<file path="config.mk">
export PLATFORM = sky130hd
export DESIGN_NAME = alu_fwd_unit_flat
export DESIGN_NICKNAME = d
export VERILOG_FILES = /design/src/rtl/alu_fwd_unit_pkg.sv /design/src/rtl/alu_fwd_unit_if.sv /design/src/rtl/alu_fwd_unit_select.sv /design/src/rtl/alu_fwd_unit.sv /design/src/flat_wrapper.sv
export SDC_FILE = /design/constraint.sdc
export NUM_CORES = 1
export LEC_CHECK = 0
export CAP_MARGIN = 15
export CORE_UTILIZATION = 47
export DETAILED_ROUTE_END_ITERATION = 7
export HOLD_SLACK_MARGIN = 0.15
export PLACE_DENSITY_LB_ADDON = 0.15
export SYNTH_ARGS = -nofsm -noshare
export SYNTH_HDL_FRONTEND = slang
export SYNTH_SLANG_ARGS = --single-unit
</file>
<file path="constraint.sdc">
create_clock -name Clock -period 3 [get_ports Clock]
set_input_delay 0.45 -clock Clock [delete_from_list [all_inputs] [get_ports Clock]]
set_output_delay 0.45 -clock Clock [all_outputs]
set_load 0.01 [all_outputs]
</file>
<file path="src/rtl/alu_fwd_unit_pkg.sv">
// Shared definitions for the ALU operand forwarding unit: source-select codes,
// the history record layout and the select-code width helper.
package fwd_pkg;

  // fwd_sel codes: register file, live write-back, then history entry k at BASE+k
  localparam int unsigned SEL_RF        = 0;
  localparam int unsigned SEL_WB        = 1;
  localparam int unsigned SEL_HIST_BASE = 2;

  // Record layout at the default widths; parametrised instances keep the same
  // field order in per-field arrays.
  localparam int unsigned DefDataW = 32;
  localparam int unsigned DefAddrW = 5;

  typedef struct packed {
    logic                valid;
    logic [DefAddrW-1:0] addr;
    logic [DefDataW-1:0] data;
  } hist_entry_t;

  // One code for the register file, one for live write-back, one per entry.
  function automatic int unsigned sel_width(input int unsigned depth);
    return $clog2(depth + 2);
  endfunction

endpackage

</file>
<file path="src/rtl/alu_fwd_unit_if.sv">
// Operand/write-back bundle between the read stage and the forwarding unit.
interface alu_fwd_unit_if #(
  parameter int unsigned DATA_W  = 32,
  parameter int unsigned ADDR_W  = 5,
  parameter int unsigned NUM_SRC = 2,
  parameter int unsigned DEPTH   = 2,
  parameter int unsigned CNT_W   = 16
) ();
  import fwd_pkg::*;

  localparam int unsigned SEL_W = sel_width(DEPTH);

  logic [NUM_SRC*ADDR_W-1:0] src_addr;
  logic [NUM_SRC*DATA_W-1:0] src_data;
  logic                      wb_en;
  logic [ADDR_W-1:0]         wb_addr;
  logic [DATA_W-1:0]         wb_data;
  logic                      stall;
  logic                      flush;
  logic [NUM_SRC*DATA_W-1:0] op_out;
  logic [NUM_SRC*SEL_W-1:0]  fwd_sel;
  logic [CNT_W-1:0]          hit_cnt;

  modport master (
    output src_addr, src_data, wb_en, wb_addr, wb_data, stall, flush,
    input  op_out, fwd_sel, hit_cnt
  );

  modport slave (
    input  src_addr, src_data, wb_en, wb_addr, wb_data, stall, flush,
    output op_out, fwd_sel, hit_cnt
  );

endinterface

</file>
<file path="src/rtl/alu_fwd_unit_select.sv">
// Per-operand priority compare-and-mux: live write-back first, then history
// entries youngest to oldest, else register-file data. Address 0 never matches.
module fwd_select
  import fwd_pkg::*;
#(
  parameter int unsigned DATA_W = 32,
  parameter int unsigned ADDR_W = 5,
  parameter int unsigned DEPTH  = 2,
  parameter int unsigned SEL_W  = 2
) (
  input  logic [ADDR_W-1:0]             src_addr,
  input  logic [DATA_W-1:0]             src_data,
  input  logic                          wb_en,
  input  logic [ADDR_W-1:0]             wb_addr,
  input  logic [DATA_W-1:0]             wb_data,
  input  logic [DEPTH-1:0]              hist_valid,
  input  logic [DEPTH-1:0][ADDR_W-1:0]  hist_addr,
  input  logic [DEPTH-1:0][DATA_W-1:0]  hist_data,
  output logic [DATA_W-1:0]             op_out,
  output logic [SEL_W-1:0]              fwd_sel
);

  // Scan oldest to youngest so the youngest match is the last write; live wb overrides all.
  always_comb begin
    op_out  = src_data;
    fwd_sel = SEL_W'(SEL_RF);
    if (src_addr != '0) begin
      for (int k = int'(DEPTH) - 1; k >= 0; k--) begin
        if (hist_valid[k] && (hist_addr[k] == src_addr)) begin
          op_out  = hist_data[k];
          fwd_sel = SEL_W'(SEL_HIST_BASE + unsigned'(k));
        end
      end
      if (wb_en && (wb_addr == src_addr)) begin
        op_out  = wb_data;
        fwd_sel = SEL_W'(SEL_WB);
      end
    end
  end

endmodule

</file>
<file path="src/rtl/alu_fwd_unit.sv">
// Operand forwarding unit: owns the write-back history shift register and the
// forward-hit counter, and fans out one selector per ALU source operand.
module alu_fwd_unit
  import fwd_pkg::*;
#(
  parameter int unsigned DATA_W  = 32,
  parameter int unsigned ADDR_W  = 5,
  parameter int unsigned NUM_SRC = 2,
  parameter int unsigned DEPTH   = 2,
  parameter int unsigned CNT_W   = 16
) (
  input logic          Clock,
  input logic          Resetn,
  alu_fwd_unit_if.slave bus
);

  localparam int unsigned SEL_W = sel_width(DEPTH);

  logic [DEPTH-1:0]             hist_valid_q, hist_valid_d;
  logic [DEPTH-1:0][ADDR_W-1:0] hist_addr_q, hist_addr_d;
  logic [DEPTH-1:0][DATA_W-1:0] hist_data_q, hist_data_d;
  logic [CNT_W-1:0]             hit_cnt_q, hit_cnt_d;

  logic [DATA_W-1:0]         op_arr  [NUM_SRC];
  logic [SEL_W-1:0]          sel_arr [NUM_SRC];
  logic [NUM_SRC*DATA_W-1:0] op_flat;
  logic [NUM_SRC*SEL_W-1:0]  sel_flat;
  logic                      any_fwd;

  // History next state: flush clears valids, stall holds, otherwise push wb at h[0].
  always_comb begin
    hist_valid_d = hist_valid_q;
    hist_addr_d  = hist_addr_q;
    hist_data_d  = hist_data_q;
    if (bus.flush) begin
      hist_valid_d = '0;
    end else if (!bus.stall) begin
      hist_valid_d[0] = bus.wb_en && (bus.wb_addr != '0);
      hist_addr_d[0]  = bus.wb_addr;
      hist_data_d[0]  = bus.wb_data;
      for (int unsigned k = 1; k < DEPTH; k++) begin
        hist_valid_d[k] = hist_valid_q[k-1];
        hist_addr_d[k]  = hist_addr_q[k-1];
        hist_data_d[k]  = hist_data_q[k-1];
      end
    end
  end

  // History register.
  always_ff @(posedge Clock or negedge Resetn) begin
    if (!Resetn) begin
      hist_valid_q <= '0;
      hist_addr_q  <= '0;
      hist_data_q  <= '0;
    end else begin
      hist_valid_q <= hist_valid_d;
      hist_addr_q  <= hist_addr_d;
      hist_data_q  <= hist_data_d;
    end
  end

  for (genvar i = 0; i < NUM_SRC; i++) begin : g_src
    fwd_select #(
      .DATA_W (DATA_W),
      .ADDR_W (ADDR_W),
      .DEPTH  (DEPTH),
      .SEL_W  (SEL_W)
    ) u_fwd_select (
      .src_addr   (bus.src_addr[i*ADDR_W +: ADDR_W]),
      .src_data   (bus.src_data[i*DATA_W +: DATA_W]),
      .wb_en      (bus.wb_en),
      .wb_addr    (bus.wb_addr),
      .wb_data    (bus.wb_data),
      .hist_valid (hist_valid_q),
      .hist_addr  (hist_addr_q),
      .hist_data  (hist_data_q),
      .op_out     (op_arr[i]),
      .fwd_sel    (sel_arr[i])
    );
  end

  // Pack per-operand results and flag any operand that was bypassed.
  always_comb begin
    op_flat  = '0;
    sel_flat = '0;
    any_fwd  = 1'b0;
    for (int unsigned i = 0; i < NUM_SRC; i++) begin
      op_flat[i*DATA_W +: DATA_W] = op_arr[i];
      sel_flat[i*SEL_W +: SEL_W]  = sel_arr[i];
      if (sel_arr[i] != SEL_W'(SEL_RF)) any_fwd = 1'b1;
    end
  end

  // Hit counter next state: count unstalled forwarding cycles, stick at all-ones.
  always_comb begin
    hit_cnt_d = hit_cnt_q;
    if (!bus.stall && any_fwd && (hit_cnt_q != {CNT_W{1'b1}})) begin
      hit_cnt_d = hit_cnt_q + CNT_W'(1);
    end
  end

  // Hit counter register.
  always_ff @(posedge Clock or negedge Resetn) begin
    if (!Resetn) hit_cnt_q <= '0;
    else         hit_cnt_q <= hit_cnt_d;
  end

  assign bus.op_out  = op_flat;
  assign bus.fwd_sel = sel_flat;
  assign bus.hit_cnt = hit_cnt_q;

endmodule

</file>
<file path="src/flat_wrapper.sv">
// flat-port wrapper written by rule: the top's interface ports become plain ports
module alu_fwd_unit_flat import fwd_pkg::*;
#(
  parameter int unsigned DATA_W  = 32,
  parameter int unsigned ADDR_W  = 5,
  parameter int unsigned NUM_SRC = 2,
  parameter int unsigned DEPTH   = 2,
  parameter int unsigned CNT_W   = 16
)
  (Clock, Resetn, bus_src_addr, bus_src_data, bus_wb_en, bus_wb_addr, bus_wb_data, bus_stall, bus_flush, bus_op_out, bus_fwd_sel, bus_hit_cnt);
  alu_fwd_unit_if #(.DATA_W(DATA_W), .ADDR_W(ADDR_W), .NUM_SRC(NUM_SRC), .DEPTH(DEPTH), .CNT_W(CNT_W)) bus_i ();
  input logic Clock;
  input logic Resetn;
  input wire logic [$bits(bus_i.src_addr)-1:0] bus_src_addr;
  input wire logic [$bits(bus_i.src_data)-1:0] bus_src_data;
  input wire logic [$bits(bus_i.wb_en)-1:0] bus_wb_en;
  input wire logic [$bits(bus_i.wb_addr)-1:0] bus_wb_addr;
  input wire logic [$bits(bus_i.wb_data)-1:0] bus_wb_data;
  input wire logic [$bits(bus_i.stall)-1:0] bus_stall;
  input wire logic [$bits(bus_i.flush)-1:0] bus_flush;
  output wire logic [$bits(bus_i.op_out)-1:0] bus_op_out;
  output wire logic [$bits(bus_i.fwd_sel)-1:0] bus_fwd_sel;
  output wire logic [$bits(bus_i.hit_cnt)-1:0] bus_hit_cnt;
  assign bus_i.src_addr = bus_src_addr;
  assign bus_i.src_data = bus_src_data;
  assign bus_i.wb_en = bus_wb_en;
  assign bus_i.wb_addr = bus_wb_addr;
  assign bus_i.wb_data = bus_wb_data;
  assign bus_i.stall = bus_stall;
  assign bus_i.flush = bus_flush;
  assign bus_op_out = bus_i.op_out;
  assign bus_fwd_sel = bus_i.fwd_sel;
  assign bus_hit_cnt = bus_i.hit_cnt;
  alu_fwd_unit #(.DATA_W(DATA_W), .ADDR_W(ADDR_W), .NUM_SRC(NUM_SRC), .DEPTH(DEPTH), .CNT_W(CNT_W)) u_core (.Clock(Clock), .Resetn(Resetn), .bus(bus_i));
endmodule
</file>
==> results.toml <==
[finish]
multi_input_area_um2 = 3870
insertedDiodeCount = 0
final_cell_mix = "118 x clkdlybuf4s50_1, 92 x dfrtp_1, 74 x mux2_2"
finalNetCount = 991
fill_cells = 806
seq_area_um2 = 2300
syn2layout_area_growth_pct = 61.9
final_common_cell = "clkdlybuf4s50_1"
fin_util_pct = 79.3
drive_gt1_share_pct = 39.8

[setup_path]
arrival_ps = 2700
worst-setup-path-type = "reg -> out"
reg2reg_to = "u_core.bus.hit_cnt[1]"
critPathLaunch = "u_core.hist_addr_q[3]"
r2r-start = "u_core.hist_addr_q[3]"
cpPeakStageDelay_ps = 410
reg2reg_slack_ps = 40
worstRegToRegCells = 14
required_ps = 2550
cp_cell_sequence = "buf_6 > xor2_4 > nor4_4 > and3_4 > nor3_4 > buf_6 > buf_6 > buf_6 > a22oi_2 > o21ai_2 > a22o_1 > buf_2"
endpoint_kind = "output pin"
cp_slowest_cell = "dfrtp_1"
crit_top_cell = "buf_6"
critical_path.max_fanout = 5
cp-start-kind = "flop"

[routing]
wl_um = 22900
drtIter0Drc = 705
detail-route-antenna-nets = 0
viasPerCell = 6.22
dr.pass1.iters = 5
wl_per_cell_um = 21.9
route.vias.total = 6511
drc = 0

[floorplan]
rows = 40
die_y_um = 115
core-area_um2 = 12200
initial_core_util_pct = 49.0
die_area_um2 = 13200
fp.dieW_um = 115
io_pins = 200

[logic_synthesis]
synth_area_um2 = 5980
ys_types = 43
synthAdderAreaFrac_pct = 0.209
ys_seq_area_share_pct = 38.5
async_flop_share_pct = 100
synth-compound-area-share_pct = 25.2
synth-simple-area-share_pct = 11.4
synthTopCellsByArea = "dfrtp_1 38%, mux2_2 14%, a22o_1 9.4%"
synth_top_family_by_area = "compound AO/OA/AOI/OAI gates"
ys_ff_latch = 92
yosys.area_share.xor_xnor_pct = 6.44
synth_edf_count = 0
synth_top_area_share_pct = 38.5
syn_avg_cell_area_um2 = 9.74
ys_warn_count = 0
synthCells = 614
synth-main-ff-cell = "dfrtp_1"
yosysTopAreaCell = "dfrtp_1"
synth.area.mux_share_pct = 14.3
synth_fp_nets = 731

[global_routing]
use_met1_pct = 41.4
globalRouteMet2Util_pct = 55.2
grt_max_degree = 92
antenna_found_initial = 0
top_usage_layer = "met2"
grt_pass1_vias = 6115
overflow = 0
grt_first_pass_wirelength_um = 33100
grtUsageTotal_pct = 32.7
use_met3_pct = 6.01

[clock_tree]
cts_sinks = 92
cts_buffers = 9
path_clk_slew_ps = 70
cts_buffer_depth = 2
cts_tree = "yes"
h-tree-depth = 3
root_buffer = "clkbuf_16"
insertion_delay_ps = 340

[pwr]
peakVddDrop_mv = 0.349
p_per_area_nw_per_um2 = 398
power_leakage_nw = 3.82

[timing]
drv_slew = 0
fmax_mhz = 317
worst_slack_ps = -150
min_period_ps = 3150
finalHoldViolCount = 0
rsz0062_at_grt = "true"
holdWs_ps = 449
tightest_slew_ps = 589
max-slew-margin-rel_pct = 60.7
clock-skew-final_ps = 6.22
min_period_over_period_pct = 105
fin_setup_tns_ps = -5360
setup-violations-final = 65

[hold_path]
worstHoldPathType = "in -> async"

[placed_design]
hpwl_um = 12700
place.gp.congestion = 0.878
post-place-ws_ps = -669
portBuffers = 199

[job]
maxCapViolations = 0

[run_status]
status = "complete, but fails checks"
violations = "setup timing"
==> sequential cells by signal (all words and copies together), names as in the netlist <==
register             count
u_core.hist_data_q      64
u_core.bus.hit_cnt      16
u_core.hist_valid_q      2
u_core.hist_addr_q      10
==> synthesized netlist by cell type (all sizes together), types with 2 or more instances <==
master  number
inv          3
clkbuf      48
nand2       73
nor3b        2
dfrtp       92
o21ai       65
and3         3
a311oi       2
buf          7
nor2        14
mux2        75
or3          2
a22oi       64
o211ai       3
nor3         6
or4          3
nand3       11
xnor2       31
a22o        64
a21oi        2
o31ai        2
nor4b        3
nand4       10
or2          4
xor2        13
nor4         3
==> critical path, delay by kind of cell, from the launching register on <==
family          cells  cell delay [ps]
xor+xnor            1              180
compound gates      3              420
flops               1              410
buf+inv             5              630
simple gates        3              690
==> power breakdown <==
group          switching (mW)  internal, mW
logic                   0.409         0.593
clock network           0.497         0.643
registers               0.262          1.45
total                    1.17          2.69
==> repair_timing <==
item / in CTS / in global routing
cloned: 11 / 3
gates resized for setup: 382 / 85
hold buffers: 1 / 0
hold endpoints to repair: 1 / 0
endpoints found under the setup margin: 75 / 83
setup buffers: 37 / 11
pin swaps: 53 / 82
==> stage by stage <==
step / total power, mW / cells / instance area (µm²)
2_1_floorplan: 2.08 / 614 / 5980
3_3_place_gp: 2.57 / 982 / 8590
3_5_place_dp: 2.62 / 982 / 8590
4_1_cts: 3.77 / 1044 / 9430
5_1_grt: 4.01 / 1047 / 9680
6_report: 3.86 / 1047 / 9680
==> per-layer routing <==
metal | up-vias | wire [µm]
li1 | 2831 | -
met4 | 0 | 849
met1 | 3194 | 9000
met5 | - | 0
met2 | 405 | 11100
met3 | 81 | 2030
==> cells by family after synthesis <==
logic type,after synthesis
AOI/OAI and AO/OA,207
xor gates and xnor gates,44
adders and majority gates,1
buffers and inverters,58
DFF,92
muxes,76
and+or+nand+nor,136
==> worst max path at each step <==
stage | endpoint | slack, ps
after floorplan | bus_op_out[22] | 370
final | bus_op_out[2] | -150
after CTS | bus_op_out[23] | -160
after global routing | bus_op_out[2] | -250
after global placement | bus_op_out[62] | -640
after detailed placement | bus_op_out[2] | -670
==> area by class of cell <==
type | count | area share [%]
sequential | 92 | 23.8
inverter | 3 | 0.116
tap | 168 | 2.17
clock inverter | 7 | 0.698
timing repair buffer | 304 | 30.9
clock buffer | 9 | 2.33
multi-input combinational | 464 | 40.0
(Power assumes the default switching activity.)
